## config.mk

```make
export PLATFORM = sky130hd
export DESIGN_NAME = if_axi_read_bridge_flat
export DESIGN_NICKNAME = d
export VERILOG_FILES = /design/src/rtl/if_axi_read_bridge_pkg.sv /design/src/rtl/if_axi_read_bridge_if.sv /design/src/rtl/if_axi_read_bridge_align.sv /design/src/rtl/if_axi_read_bridge.sv /design/src/flat_wrapper.sv
export SDC_FILE = /design/constraint.sdc
export NUM_CORES = 1
export LEC_CHECK = 0
export ABC_AREA = 0
export CAP_MARGIN = 40
export CELL_PAD_IN_SITES_DETAIL_PLACEMENT = 0
export CELL_PAD_IN_SITES_GLOBAL_PLACEMENT = 1
export CORE_MARGIN = 1.5
export CORE_UTILIZATION = 27
export DETAILED_ROUTE_END_ITERATION = 12
export PLACE_DENSITY = 0.71
export SLEW_MARGIN = 20
export SYNTH_ARGS = -nofsm -noshare
export SYNTH_HDL_FRONTEND = slang
export SYNTH_SLANG_ARGS = --single-unit
```

## constraint.sdc

```tcl
create_clock -name clk -period 1.8 [get_ports clk]
set_clock_uncertainty 0.15 [all_clocks]
set_input_delay 0.54 -clock clk [delete_from_list [all_inputs] [get_ports clk]]
set_output_delay 0.54 -clock clk [all_outputs]
set_load 0.02 [all_outputs]
```

## src/rtl/if_axi_read_bridge_pkg.sv

```systemverilog
// Shared definitions for the instruction-fetch to AXI4 read bridge.
// Holds transfer-size codes, AXI burst/response codes and the bridge FSM state type.
package if_axi_read_bridge_pkg;

  localparam logic [1:0] SIZE_B = 2'b00;
  localparam logic [1:0] SIZE_H = 2'b01;
  localparam logic [1:0] SIZE_W = 2'b10;
  localparam logic [1:0] SIZE_D = 2'b11;

  localparam logic [1:0] AXI_BURST_INCR = 2'b01;

  localparam logic [1:0] AXI_RESP_OKAY   = 2'b00;
  localparam logic [1:0] AXI_RESP_EXOKAY = 2'b01;
  localparam logic [1:0] AXI_RESP_SLVERR = 2'b10;
  localparam logic [1:0] AXI_RESP_DECERR = 2'b11;

  typedef enum logic [1:0] {
    StIdle,
    StAr,
    StR,
    StResp
  } state_e;

endpackage

```

## src/rtl/if_axi_read_bridge_if.sv

```systemverilog
// Bundle of the fetch-side valid/ready request channel and the AXI4 AR/R channels.
// Modports:
//   slave  - the bridge: responds to fetch requests, masters the AXI read channels.
//   master - the environment: IF stage driving requests plus the AXI slave answering them.
// Parameter ID_W sets the width of axi_ar_id / axi_r_id.
interface if_axi_read_bridge_if #(
  parameter int unsigned ID_W = 4
) ();

  // Fetch side
  logic            if_valid;
  logic [63:0]     if_addr;
  logic [1:0]      if_size;
  logic            if_ready;
  logic [63:0]     if_data_read;
  logic [1:0]      if_resp;

  // AXI read address channel
  logic            axi_ar_valid;
  logic            axi_ar_ready;
  logic [63:0]     axi_ar_addr;
  logic [ID_W-1:0] axi_ar_id;
  logic [7:0]      axi_ar_len;
  logic [2:0]      axi_ar_size;
  logic [1:0]      axi_ar_burst;

  // AXI read data channel
  logic            axi_r_valid;
  logic            axi_r_ready;
  logic [63:0]     axi_r_data;
  logic [1:0]      axi_r_resp;
  logic [ID_W-1:0] axi_r_id;
  logic            axi_r_last;

  modport slave (
    input  if_valid, if_addr, if_size,
    output if_ready, if_data_read, if_resp,
    output axi_ar_valid, axi_ar_addr, axi_ar_id, axi_ar_len, axi_ar_size, axi_ar_burst,
    input  axi_ar_ready,
    input  axi_r_valid, axi_r_data, axi_r_resp, axi_r_id, axi_r_last,
    output axi_r_ready
  );

  modport master (
    output if_valid, if_addr, if_size,
    input  if_ready, if_data_read, if_resp,
    input  axi_ar_valid, axi_ar_addr, axi_ar_id, axi_ar_len, axi_ar_size, axi_ar_burst,
    output axi_ar_ready,
    output axi_r_valid, axi_r_data, axi_r_resp, axi_r_id, axi_r_last,
    input  axi_r_ready
  );

endinterface

```

## src/rtl/if_axi_read_bridge_align.sv

```systemverilog
// Lane alignment for fetched read data (used only when IF_RDATA_ALIGN_EN is defined).
// Shifts the 64-bit beat right so the addressed byte sits at bit 0, then zeroes bytes
// above the transfer size.
// Ports:
//   rdata_i  [63:0] raw AXI beat
//   offset_i [2:0]  byte offset of the fetch address within the beat
//   size_i   [1:0]  transfer size (B/H/W/D)
//   data_o   [63:0] aligned, size-masked data
module if_axi_read_bridge_align
  import if_axi_read_bridge_pkg::*;
(
  input  logic [63:0] rdata_i,
  input  logic [2:0]  offset_i,
  input  logic [1:0]  size_i,
  output logic [63:0] data_o
);

  logic [63:0] shifted;

  always_comb begin
    shifted = rdata_i >> {offset_i, 3'b000};
    data_o  = shifted;
    unique case (size_i)
      SIZE_B:  data_o = {56'd0, shifted[7:0]};
      SIZE_H:  data_o = {48'd0, shifted[15:0]};
      SIZE_W:  data_o = {32'd0, shifted[31:0]};
      default: data_o = shifted;
    endcase
  end

endmodule

```

## src/rtl/if_axi_read_bridge.sv

```systemverilog
// Instruction-fetch to AXI4 read bridge. Each fetch request becomes one single-beat
// AXI read (AR then R); the beat is registered and returned with a one-cycle if_ready.
// One transaction in flight at a time; all outputs come from flops.
// Ports:
//   clk    rising-edge clock
//   rst_n  asynchronous active-low reset
//   bus    if_axi_read_bridge_if.slave: fetch request/response plus AXI AR/R channels
// Parameters:
//   ID_W   width of the AXI id fields
//   AXI_ID id driven on AR; R beats carrying any other id are accepted and dropped
// Build option: define IF_RDATA_ALIGN_EN to return lane-aligned, size-masked data
// instead of the raw 64-bit beat.
module if_axi_read_bridge
  import if_axi_read_bridge_pkg::*;
#(
  parameter int unsigned     ID_W   = 4,
  parameter logic [ID_W-1:0] AXI_ID = '0
) (
  input logic                 clk,
  input logic                 rst_n,
  if_axi_read_bridge_if.slave bus
);

  state_e      state_q, state_d;
  logic [63:0] addr_q;
  logic [1:0]  size_q;
  logic [63:0] data_q;
  logic [1:0]  resp_q;
  logic [63:0] beat_data;
  logic        r_hit;
  logic        ar_valid, r_ready, if_ready;

  // Single-beat reads: last is implied, so the flag is deliberately not used.
  logic unused_r_last;
  assign unused_r_last = bus.axi_r_last;

  assign r_hit = bus.axi_r_valid && (bus.axi_r_id == AXI_ID);

`ifdef IF_RDATA_ALIGN_EN
  if_axi_read_bridge_align u_align (
    .rdata_i  (bus.axi_r_data),
    .offset_i (addr_q[2:0]),
    .size_i   (size_q),
    .data_o   (beat_data)
  );
`else
  assign beat_data = bus.axi_r_data;
`endif

  // State register
  always_ff @(posedge clk or negedge rst_n) begin
    if (!rst_n) begin
      state_q <= StIdle;
    end else begin
      state_q <= state_d;
    end
  end

  // Next-state logic
  always_comb begin
    state_d = state_q;
    unique case (state_q)
      StIdle: if (bus.if_valid)     state_d = StAr;
      StAr:   if (bus.axi_ar_ready) state_d = StR;
      StR:    if (r_hit)            state_d = StResp;
      StResp:                       state_d = StIdle;
      default:                      state_d = StIdle;
    endcase
  end

  // Outputs decode only the state register, so no input reaches an output combinationally.
  always_comb begin
    ar_valid = 1'b0;
    r_ready  = 1'b0;
    if_ready = 1'b0;
    unique case (state_q)
      StAr:    ar_valid = 1'b1;
      StR:     r_ready  = 1'b1;
      StResp:  if_ready = 1'b1;
      default: ;
    endcase
  end

  // Request capture and beat capture
  always_ff @(posedge clk or negedge rst_n) begin
    if (!rst_n) begin
      addr_q <= '0;
      size_q <= SIZE_B;
      data_q <= '0;
      resp_q <= AXI_RESP_OKAY;
    end else begin
      if (state_q == StIdle && bus.if_valid) begin
        addr_q <= bus.if_addr;
        size_q <= bus.if_size;
      end
      if (state_q == StR && r_hit) begin
        data_q <= beat_data;
        resp_q <= bus.axi_r_resp;
      end
    end
  end

  assign bus.axi_ar_valid = ar_valid;
  assign bus.axi_ar_addr  = addr_q;
  assign bus.axi_ar_id    = AXI_ID;
  assign bus.axi_ar_len   = 8'd0;
  assign bus.axi_ar_size  = {1'b0, size_q};
  assign bus.axi_ar_burst = AXI_BURST_INCR;
  assign bus.axi_r_ready  = r_ready;
  assign bus.if_ready     = if_ready;
  assign bus.if_data_read = data_q;
  assign bus.if_resp      = resp_q;

endmodule

```

## src/flat_wrapper.sv

```systemverilog
// flat-port wrapper written by rule: the top's interface ports become plain ports
module if_axi_read_bridge_flat import if_axi_read_bridge_pkg::*;
#(
  parameter int unsigned     ID_W   = 4,
  parameter logic [ID_W-1:0] AXI_ID = '0
)
  (clk, rst_n, bus_if_valid, bus_if_addr, bus_if_size, bus_if_ready, bus_if_data_read, bus_if_resp, bus_axi_ar_valid, bus_axi_ar_addr, bus_axi_ar_id, bus_axi_ar_len, bus_axi_ar_size, bus_axi_ar_burst, bus_axi_ar_ready, bus_axi_r_valid, bus_axi_r_data, bus_axi_r_resp, bus_axi_r_id, bus_axi_r_last, bus_axi_r_ready);
  if_axi_read_bridge_if #(.ID_W(ID_W)) bus_i ();
  input logic clk;
  input logic rst_n;
  input wire logic [$bits(bus_i.if_valid)-1:0] bus_if_valid;
  input wire logic [$bits(bus_i.if_addr)-1:0] bus_if_addr;
  input wire logic [$bits(bus_i.if_size)-1:0] bus_if_size;
  output wire logic [$bits(bus_i.if_ready)-1:0] bus_if_ready;
  output wire logic [$bits(bus_i.if_data_read)-1:0] bus_if_data_read;
  output wire logic [$bits(bus_i.if_resp)-1:0] bus_if_resp;
  output wire logic [$bits(bus_i.axi_ar_valid)-1:0] bus_axi_ar_valid;
  output wire logic [$bits(bus_i.axi_ar_addr)-1:0] bus_axi_ar_addr;
  output wire logic [$bits(bus_i.axi_ar_id)-1:0] bus_axi_ar_id;
  output wire logic [$bits(bus_i.axi_ar_len)-1:0] bus_axi_ar_len;
  output wire logic [$bits(bus_i.axi_ar_size)-1:0] bus_axi_ar_size;
  output wire logic [$bits(bus_i.axi_ar_burst)-1:0] bus_axi_ar_burst;
  input wire logic [$bits(bus_i.axi_ar_ready)-1:0] bus_axi_ar_ready;
  input wire logic [$bits(bus_i.axi_r_valid)-1:0] bus_axi_r_valid;
  input wire logic [$bits(bus_i.axi_r_data)-1:0] bus_axi_r_data;
  input wire logic [$bits(bus_i.axi_r_resp)-1:0] bus_axi_r_resp;
  input wire logic [$bits(bus_i.axi_r_id)-1:0] bus_axi_r_id;
  input wire logic [$bits(bus_i.axi_r_last)-1:0] bus_axi_r_last;
  output wire logic [$bits(bus_i.axi_r_ready)-1:0] bus_axi_r_ready;
  assign bus_i.if_valid = bus_if_valid;
  assign bus_i.if_addr = bus_if_addr;
  assign bus_i.if_size = bus_if_size;
  assign bus_if_ready = bus_i.if_ready;
  assign bus_if_data_read = bus_i.if_data_read;
  assign bus_if_resp = bus_i.if_resp;
  assign bus_axi_ar_valid = bus_i.axi_ar_valid;
  assign bus_axi_ar_addr = bus_i.axi_ar_addr;
  assign bus_axi_ar_id = bus_i.axi_ar_id;
  assign bus_axi_ar_len = bus_i.axi_ar_len;
  assign bus_axi_ar_size = bus_i.axi_ar_size;
  assign bus_axi_ar_burst = bus_i.axi_ar_burst;
  assign bus_i.axi_ar_ready = bus_axi_ar_ready;
  assign bus_i.axi_r_valid = bus_axi_r_valid;
  assign bus_i.axi_r_data = bus_axi_r_data;
  assign bus_i.axi_r_resp = bus_axi_r_resp;
  assign bus_i.axi_r_id = bus_axi_r_id;
  assign bus_i.axi_r_last = bus_axi_r_last;
  assign bus_axi_r_ready = bus_i.axi_r_ready;
  if_axi_read_bridge #(.ID_W(ID_W), .AXI_ID(AXI_ID)) u_core (.clk(clk), .rst_n(rst_n), .bus(bus_i));
endmodule
```

Word-level counts from Yosys, hierarchy flattened:

Cells that the tools add are included.

* eq/ne operators: 6
* mux-type cells: 7
* reduce and logical (&&, ||, !) cells: 6

Operators by type and width (count)
* one-hot mux 2 bit (4 select lines): 1
* two-way mux 2 bit: 3
* equality test 2 bit, second input constant: 2
* logical NOT 4 bit: 1
* != test 2 bit, second input constant: 2
* logical AND 1 bit: 3
* two-way mux 1 bit: 3
* AND reduction 3 bit: 1
* equality test 2 x 1 -> 1 bit, second input constant: 1
* logical NOT 2 bit: 1
* != test 2 x 1 -> 1 bit, second input constant: 1

* register bits after elaboration: 134
* bits of input ports: 142
* output and inout port bits: 150
* logic and storage cells: 24

Depth between registers and ports, before layout:

Gate-level depths: netlist (run 1).

* word-level depth: 4
* depth in mapped cells: 7
* mapped depth without buffers: 6

Worst setup path before layout (run 1):

OpenSTA, ideal clock, no wires.

* path kind: in2reg
* from: input bus_axi_r_id[2]
* to: register u_core.data_q[13], in the netlist u_core.bus.if_data_read[13]
* library setup time: 0.125 ns
* data arrival time: 1.806 ns
* data required time: 1.525 ns
* setup slack: -0.281 ns
* stages: 6
* buffers on the path: 2
* cell sequence: nand2b_1 > or4_4 > nor2_4 > buf_8 > buf_12 > mux2_4

* longest elaborated chain between the ends: 3

Ends and longest elaborated chain
* from (decl): line flat_wrapper.sv:27 `input wire logic [$bits(bus_i.axi_r_id)-1:0] bus_axi_r_id;`
* logical NOT 4 bit: line if_axi_read_bridge.sv:37 `assign r_hit = bus.axi_r_valid && (bus.axi_r_id == AXI_ID);`
* logical AND 1 bit: line if_axi_read_bridge.sv:37
* logical AND 1 bit: line if_axi_read_bridge.sv:96 `if (state_q == StR && r_hit) begin`
* to (signal assigned): line if_axi_read_bridge.sv:97 `data_q <= beat_data;`
* to (decl): line if_axi_read_bridge.sv:27 `logic [63:0] data_q;`

No other way between the ends.
A chain may end at the register's enable or synchronous reset.

Final worst setup path (run 1):

* from: register u_core.state_q[0]
* to: output bus_if_ready

* longest elaborated chain between the ends: 2

Ends and longest elaborated chain
* from (decl): line if_axi_read_bridge.sv:24 `state_e state_q, state_d;`
* from (signal assigned): line if_axi_read_bridge.sv:53 `state_q <= StIdle;`
* from (signal assigned): line if_axi_read_bridge.sv:55 `state_q <= state_d;`
* equality test 2 bit: line if_axi_read_bridge.sv:76 `unique case (state_q)`
* two-way mux 1 bit: line if_axi_read_bridge.sv:76
* to (decl): line flat_wrapper.sv:14 `output wire logic [$bits(bus_i.if_ready)-1:0] bus_if_ready;`

No other way between the ends.

==> results of run 1 <==
-- logic make-up (layout without fill, tap and decap cells) --
| logic type | count (synthesis) | count (layout) | synth area share |
|---|---|---|---|
| simple gates | 4 | 4 | 0.00603 |
| other cells | 2 | 15 | 0.00139 |
| mux | 133 | 133 | 0.305 |
| compound gates | 3 | 3 | 0.00394 |
| fa+ha+maj | 5 | 5 | 0.0116 |
| flops | 134 | 134 | 0.621 |
| buf+inv | 34 | 356 | 0.0505 |
-- routing by layer --
layer  vias to the layer above  share of wire  global-route usage
met5                         -              0                   0
met4                         0          0.014              0.0484
met3                        17          0.074              0.0546
met2                       153           0.52               0.253
met1                      1858           0.40               0.171
li1                       1720              -                   -
-- registers in the layout, summed over array words and instances (netlist names) --
name,cells
u_core.bus.if_resp,2
u_core.bus.axi_ar_addr,64
u_core.state_q,2
u_core.size_q,2
u_core.bus.if_data_read,64
-- area by class of cell --
class / count / area (sq um)
flip-flops and latches: 134 / 3350
clock inverters: 9 / 104
fillers: 1746 / 9970
multi-input cells: 160 / 1990
well taps: 265 / 332
repair buffers: 321 / 3300
clock buffers: 21 / 460
inverters: 5 / 18.8
-- placed cells by master, fill, tap and decap left out, types with 2 or more instances in the layout --
cell type and n:
buf_12 15, buf_16 12, buf_2 21, buf_4 8
buf_6 10, buf_8 2, bufinv_16 2, clkbuf_1 2
clkbuf_16 20, clkbuf_2 57, clkbuf_8 2, clkdlybuf4s15_2 57
clkdlybuf4s50_1 134, clkinv_2 4, clkinvlp_4 2, conb_1 15
dfrtp_1 133, ha_1 2, ha_4 3, inv_1 3
inv_2 2, mux2_2 65, mux2_4 68
-- worst max path at each step --
stage                                   to  depth (start not counted)              start  slack [ps]
4_1_cts        u_core.bus.if_data_read[62]                         10    bus_axi_r_id[2]        -300
5_1_grt                       bus_if_ready                          3  u_core.state_q[0]        -260
3_5_place_dp   u_core.bus.if_data_read[21]                          7    bus_axi_r_valid        -830
6_report                      bus_if_ready                          3  u_core.state_q[0]        -200
2_1_floorplan  u_core.bus.if_data_read[13]                          6    bus_axi_r_id[2]        -280
3_3_place_gp   u_core.bus.if_data_read[32]                          7    bus_axi_r_valid        -810
-- power by group through the flow --
| stage | Clock, mW | Combinational (mW) | Sequential (mW) |
|---|---|---|---|
| floorplan | 0 | 2.04 | 6.88 |
| global placement | 0 | 7.44 | 5.19 |
| detailed placement | 0 | 7.55 | 5.24 |
| CTS | 3.46 | 7.68 | 5.22 |
| global route | 3.61 | 7.82 | 5.40 |
| finish | 3.35 | 7.41 | 5.21 |
-- repair_timing --
action | 4_1_cts | 5_1_grt
gates resized for setup | 425 | 93
gates cloned | 11 | 3
setup buffers | 15 | 2
hold buffers | 1 | 0
pin swaps | 4 | 4
setup endpoints to repair | 254 | 192
endpoints found under the hold margin | 24 | 0
-- stage by stage --
| step | hold WS, ps | setup WS (ps) |
|---|---|---|
| 3_3_place_gp | 288 | -810 |
| 4_1_cts | 355 | -297 |
| 3_5_place_dp | 289 | -830 |
| 6_report | 353 | -197 |
| 2_1_floorplan | 94.4 | -277 |
| 5_1_grt | 366 | -262 |
-- critical path, cell delays in order (launching register included) --
cell and delay [ps]:
dfrtp_1 370, buf_4 160, ha_1 220, buf_6 140
==> run_results.csv, run 1 <==
group,metric,value,unit
sta,hold_violations,0,
routing,drt-pass1-iter-count,4,
min_path,holdPathEnd,"u_core.bus.axi_ar_addr[37]",
routing,vias_per_cell,4.10,
floorplanning,io_pins,292,
run,drv_cap,0,
setup_path,crit_fanout,3,
routing,drt_iter0_drc,95,
floorplanning,core,19500,sq um
final_layout,finalInstanceArea,9560,sq um
cts,cts_tree,"yes",
final_layout,final_core_util,0.489,
final_layout,diodes,0,
sta,setup_slack,-197,ps
logic_synthesis,netlist_area,5400,sq um
min_path,min-delay-start,"u_core.bus.axi_ar_addr[37]",
routing,drt-total-wl,15600,um
place,port_buffers,275,
global_routing,grt_overflow,0,
final_layout,syn_to_final_growth,77.1,%
floorplanning,die_h,144,um
logic_synthesis,ys.flop_type,"dfrtp_1",
sta,drv_slew,0,
power,switchingPower,5.58,mW
logic_synthesis,yosysMostFrequentCell,"dfrtp_1",
power,power_frac_comb,0.464,
sta,period_needed,2000,ps
setup_path,reg2reg_from,"u_core.state_q[0]",
setup_path,start_kind,"flip-flop",
sta,fmax,501,MHz
logic_synthesis,synth-edff-count,0,
cts,numCtsBuffers,17,
logic_synthesis,synth_area_leaders,"dfrtp_1, mux2_2, mux2_4, buf_4, buf_12",
cts,ctsHtreeMaxLevel,4,
power,p_leak,4.37,nW
power,swShare,0.350,
min_path,min_path_cells,1,
floorplanning,start_util,0.276,
place,place_area,8530,sq um
setup_path,cp-end-kind,"output port",
logic_synthesis,syn-instance-count,315,
global_routing,grt_pass1_wl,22900,um
place,place_congestion,0.748,
routing,drtAntennaViolNets,0,
power,irDropWorstVdd,743,uV
sta,rsz0062_at_grt,"yes",
logic_synthesis,synth_seq_cells,134,
setup_path,worstPathArrival,1310,ps
logic_synthesis,synth_common_cells,"dfrtp_1, mux2_2, mux2_4, buf_4",
min_path,hp-class,"flip-flop to flip-flop",
cts,numClockSinks,134,
logic_synthesis,synth.avg_cell_area,17.1,sq um
setup_path,worstRegToRegCells,9,
final_layout,final_cells,915,
cts,cts_buffer_depth,2,
power,powerDensity,1670,nW/um^2
cts,root_buffer,"clkbuf_16",
setup_path,cp.required,1110,ps
logic_synthesis,synth_top_area_frac,0.621,
logic_synthesis,yosys_warnings,0,
sta,fin_tns_setup,-8190,ps
sta,setup_viol,68,
routing,wl_per_cell,17.1,um
run_status,violations,"negative setup slack",
global_routing,grt.total_usage,0.148,
place,placedCellCount,856,
run_status,status,"complete, but fails checks",
power,clkPwrFrac,0.209,
power,p_int,10.4,mW
power,power,16.0,mW
logic_synthesis,yosysTopAreaCell,"dfrtp_1",
setup_path,r2r-end,"u_core.bus.if_data_read[33]",
cts,insertion_delay,410,ps
final_layout,drive_gt1_frac,0.548,
setup_path,worstSetupPathType,"flip-flop to output port",
global_routing,grt_start_max_net_pins,47,
final_layout,num-nets-final,786,
setup_path,regToRegSetupSlack,-90,ps
power,p_seq_frac,0.326,
floorplanning,fp.dieW,144,um
cts,cts.clk_slew.worst_paths,60,ps
logic_synthesis,async_reset_ff_frac,1.00,
logic_synthesis,yosysSeqAreaShare,0.621,
global_routing,grt_pass1_vias,4178,
logic_synthesis,synthDistinctLibCells,18,
floorplanning,rows,51,
floorplanning,dieArea,20800,sq um
sta,finalCritPeriodShare,1.11,
routing,drc,0,
global_routing,antenna_found_initial,0,
routing,route.vias.total,3748,
place,hpwl,10400,um
No activity file was read; power rests on OpenSTA's default activity.
==> run 2, diff against run 1 <==
- SKIP_LAST_GASP: not set -> 1
==> run_results.csv, run 2 (synthesis results as in run 1) <==
group,metric,value,unit
floorplanning,die_h,144,um
power,swShare,0.349,
cts,insertion_delay,410,ps
sta,hold_violations,0,
cts,cts.clk_slew.worst_paths,60,ps
min_path,min-delay-start,"u_core.bus.axi_ar_addr[37]",
final_layout,num-nets-final,784,
floorplanning,core,19500,sq um
cts,numClockSinks,134,
sta,period_needed,1950,ps
cts,root_buffer,"clkbuf_16",
sta,setup_viol,67,
power,p_seq_frac,0.324,
routing,route.vias.total,3795,
sta,fin_tns_setup,-7300,ps
power,clkPwrFrac,0.207,
global_routing,grt_overflow,0,
power,p_int,10.5,mW
global_routing,grt.total_usage,0.148,
setup_path,critical_path.max_stage_delay,500,ps
setup_path,cp_num_buf_inv,4,
sta,fmax,514,MHz
power,p_leak,4.46,nW
routing,drt-total-wl,15800,um
sta,finalCritPeriodShare,1.08,
routing,drt_iter0_drc,98,
sta,rsz0062_at_grt,"yes",
floorplanning,io_pins,292,
global_routing,grt_pass1_vias,4172,
final_layout,final_cell_mix,"clkdlybuf4s50_1, dfrtp_1, mux2_4",
power,power,16.2,mW
place,placedCellCount,856,
setup_path,start_kind,"primary input",
cts,cts_tree,"yes",
setup_path,cp-startpoint,"bus_axi_r_id[2]",
place,hpwl,10400,um
place,place_congestion,0.748,
global_routing,grt_start_max_net_pins,47,
setup_path,crit_top_cell,"buf_12",
power,irDropWorstVdd,744,uV
routing,wl_per_cell,17.3,um
setup_path,crit_fanout,6,
run_status,violations,"negative setup slack",
setup_path,cp_top_family,"simple AND/OR/NAND/NOR gates",
routing,drtAntennaViolNets,0,
min_path,hp-class,"flip-flop to flip-flop",
setup_path,worstPathArrival,2090,ps
run,drv_cap,0,
floorplanning,dieArea,20800,sq um
power,power_frac_comb,0.469,
final_layout,diodes,0,
floorplanning,start_util,0.276,
routing,drc,0,
setup_path,worstSetupPathType,"primary input to flip-flop",
routing,vias_per_cell,4.16,
global_routing,grt_pass1_wl,22900,um
cts,cts_buffer_depth,2,
sta,setup_slack,-147,ps
power,powerDensity,1680,nW/um^2
cts,numCtsBuffers,17,
power,switchingPower,5.65,mW
cts,ctsHtreeMaxLevel,4,
global_routing,antenna_found_initial,0,
setup_path,slowest_stage,"or4_4",
place,dp_slack,-830,ps
final_layout,final_cells,913,
setup_path,reg2reg_from,"u_core.state_q[0]",
setup_path,path_cells,"buf_6 -> nand2b_4 -> or4_4 -> nor2_4 -> buf_12 -> buf_12 -> buf_12 -> mux2_4",
setup_path,cp.required,1940,ps
setup_path,cp-end-kind,"flip-flop",
sta,drv_slew,0,
final_layout,syn_to_final_growth,78.2,%
floorplanning,rows,51,
floorplanning,fp.dieW,144,um
routing,drt-pass1-iter-count,4,
final_layout,layout_commonest_cell,"clkdlybuf4s50_1",
final_layout,drive_gt1_frac,0.549,
place,port_buffers,275,
run_status,status,"complete, but fails checks",
-- run 2: power by group through the flow --
stage,clock network (mW),logic [mW],registers (mW)
CTS,3.46,7.65,5.22
detailed placement,0,7.55,5.24
global placement,0,7.44,5.19
finish,3.35,7.59,5.24
floorplan,0,2.04,6.88
global route,3.61,8.01,5.42
-- run 2: worst register-to-register path: stages (launching register included) --
cell and delay [ps]:
dfrtp_1 400, inv_2 90, ha_4 140, buf_4 120, inv_2 40, nor2_4 150, buf_12 150, buf_12 120
buf_12 120, mux2_4 300
-- run 2: area by class of cell --
cell class | count | area [sq um]
clock buffers | 21 | 460
clock inverters | 9 | 104
fillers | 1743 | 9910
inverters | 5 | 21.3
multi-input cells | 160 | 2080
flip-flops and latches | 134 | 3350
well taps | 265 | 332
repair buffers | 319 | 3260
-- run 2: worst paths after layout --
| path | endpoint | slack [ps] | cells past startpoint |
|---|---|---|---|
| worst max-delay path | u_core.bus.if_data_read[33] | -150 | 8 |
| worst min-delay path | u_core.bus.axi_ar_addr[37] | 350 | 1 |
| worst max register to register | u_core.bus.if_data_read[33] | -90 | 9 |
| worst min register to register | u_core.bus.axi_ar_addr[37] | 350 | 1 |
| max in group asynchronous | u_core.state_q[1] | 520 | 3 |
| min in group asynchronous | u_core.bus.axi_ar_addr[54] | 420 | 2 |
-- run 2: layer usage --
metal | track usage | share of wire
met1 | 0.171 | 0.40
met2 | 0.253 | 0.51
met3 | 0.0546 | 0.074
met4 | 0.0484 | 0.014
met5 | 0 | 0
-- run 2: through the flow --
stage / hold slack, ps / instance area [sq um] / utilization
3_3_place_gp: 288 / 8530 / 0.437
6_report: 353 / 9620 / 0.493
4_1_cts: 355 / 9850 / 0.505
5_1_grt: 366 / 9620 / 0.493
2_1_floorplan: 94.4 / 5460 / -
3_5_place_dp: 289 / 8530 / 0.437
-- run 2: repair_timing --
action | CTS | global route
setup endpoints to repair | 254 | 187
buffers inserted | 15 | 1
hold endpoints to repair | 24 | 0
hold buffers | 1 | 0
gates resized for setup | 418 | 125
pin swaps | 4 | 4
cloned | 11 | 3
==> run 3, diff against run 2 <==
- GPL_TIMING_DRIVEN: not set -> 0
==> run_results.csv, run 3 (synthesis results as in run 1) <==
group,metric,value,unit
run_status,status,"complete, but fails checks",
run_status,violations,"negative setup slack",
floorplanning,start_util,0.276,
sta,period_needed,1940,ps
power,p_seq_frac,0.327,
cts,insertion_delay,400,ps
setup_path,worstSetupPathType,"flip-flop to output port",
global_routing,grt.total_usage,0.140,
floorplanning,io_pins,292,
floorplanning,rows,51,
cts,cts_buffer_depth,2,
setup_path,worstPathArrival,1250,ps
routing,route.vias.total,3768,
setup_path,cp-end-kind,"output port",
global_routing,grt_start_max_net_pins,75,
setup_path,cp.required,1110,ps
sta,drv_slew,0,
power,p_int,10.4,mW
routing,drt_iter0_drc,71,
sta,fin_tns_setup,-2160,ps
sta,fmax,515,MHz
sta,setup_slack,-140,ps
global_routing,grt_overflow,0,
routing,drtAntennaViolNets,0,
final_layout,layout_commonest_cell,"clkdlybuf4s50_1",
place,hpwl,10800,um
floorplanning,fp.dieW,144,um
power,switchingPower,5.54,mW
final_layout,drive_gt1_frac,0.552,
setup_path,start_kind,"flip-flop",
power,swShare,0.347,
place,place_congestion,0.734,
global_routing,grt_pass1_wl,21900,um
final_layout,num-nets-final,791,
cts,numClockSinks,134,
cts,cts.clk_slew.worst_paths,60,ps
sta,setup_viol,67,
routing,top_layer,"met4",
final_layout,final_cell_mix,"clkdlybuf4s50_1, dfrtp_1, mux2_2, clkbuf_2, mux2_4",
run,drv_cap,0,
routing,wl_met1,5660,um
routing,vias_per_cell,4.09,
routing,drt-pass1-iter-count,4,
floorplanning,core,19500,sq um
power,powerDensity,1690,nW/um^2
power,p_leak,4.37,nW
routing,wl_met2,7850,um
routing,wl_per_cell,16.3,um
cts,ctsHtreeMaxLevel,4,
power,irDropWorstVdd,762,uV
sta,rsz0062_at_grt,"yes",
routing,drc,0,
min_path,hp-class,"flip-flop to flip-flop",
global_routing,grt_pass1_vias,4099,
place,port_buffers,275,
floorplanning,dieArea,20800,sq um
floorplanning,die_h,144,um
cts,cts_tree,"yes",
final_layout,syn_to_final_growth,74.4,%
routing,routed-wl-met3,1360,um
power,power_frac_comb,0.446,
sta,hold_violations,0,
sta,finalCritPeriodShare,1.08,
global_routing,antenna_found_initial,1,
final_layout,final_core_util,0.482,
cts,root_buffer,"clkbuf_16",
final_layout,finalInstanceArea,9420,sq um
setup_path,crit_fanout,4,
place,place_area,8570,sq um
routing,drt-total-wl,15100,um
power,clkPwrFrac,0.228,
cts,numCtsBuffers,17,
## run 3: stage by stage
stage | setup WS (ps) | instances | hold WS (ps) | total power [mW]
global route | -205 | 922 | 364 | 16.8
CTS | -174 | 916 | 356 | 16.3
global placement | -5270 | 868 | 337 | 12.6
floorplan | -277 | 328 | 94.4 | 8.92
finish | -140 | 922 | 352 | 16.0
detailed placement | -846 | 869 | 341 | 12.7
## run 3: worst paths after layout
| path | start | endpoint | slack [ps] | cells after the start |
|---|---|---|---|---|
| worst max-delay path | u_core.state_q[1] | bus_axi_r_ready | -140 | 3 |
| worst min-delay path | u_core.bus.axi_ar_addr[3] | u_core.bus.axi_ar_addr[3] | 350 | 1 |
| worst max register to register | u_core.state_q[0] | u_core.bus.if_data_read[55] | -90 | 8 |
| worst min register to register | u_core.bus.axi_ar_addr[3] | u_core.bus.axi_ar_addr[3] | 350 | 1 |
| max in group asynchronous | rst_n | u_core.bus.if_data_read[24] | 260 | 3 |
| min in group asynchronous | rst_n | u_core.bus.axi_ar_addr[60] | 500 | 2 |
## run 3: power by group through the flow
| stage | combinational [mW] | clock (mW) | sequential, mW |
|---|---|---|---|
| finish | 7.11 | 3.63 | 5.21 |
| global route | 7.56 | 3.88 | 5.39 |
| CTS | 7.32 | 3.74 | 5.21 |
| detailed placement | 7.51 | 0 | 5.22 |
| global placement | 7.41 | 0 | 5.15 |
| floorplan | 2.04 | 0 | 6.88 |
## run 3: critical path: stages (launching register included)
cell     delay (ps)
dfrtp_1         430
buf_6           140
ha_4            150
buf_6           120
## run 3: area by class of cell
cell class	instances	area (sq um)
sequential	134	3350
multi-input combinational	160	1960
fill	1759	10100
inverter	5	21.3
buffer	26	310
clock inverter	13	183
tap	265	332
antenna	1	2.50
timing repair buffer	300	2830
clock buffer	18	429
## run 3: metal layers
metal	track usage	vias up
met4	0.0478	0
met1	0.149	1865
met5	0	-
li1	-	1732
met2	0.244	155
met3	0.0649	16
## run 3: timing repair
item / 4_1_cts / 5_1_grt
cloned: 3 / 5
setup endpoints to repair: 262 / 184
buffers inserted: 13 / 3
gates resized for setup: 399 / 111
hold buffers: 1 / 0
endpoints found under the hold margin: 60 / 0
pin swaps: 4 / 3
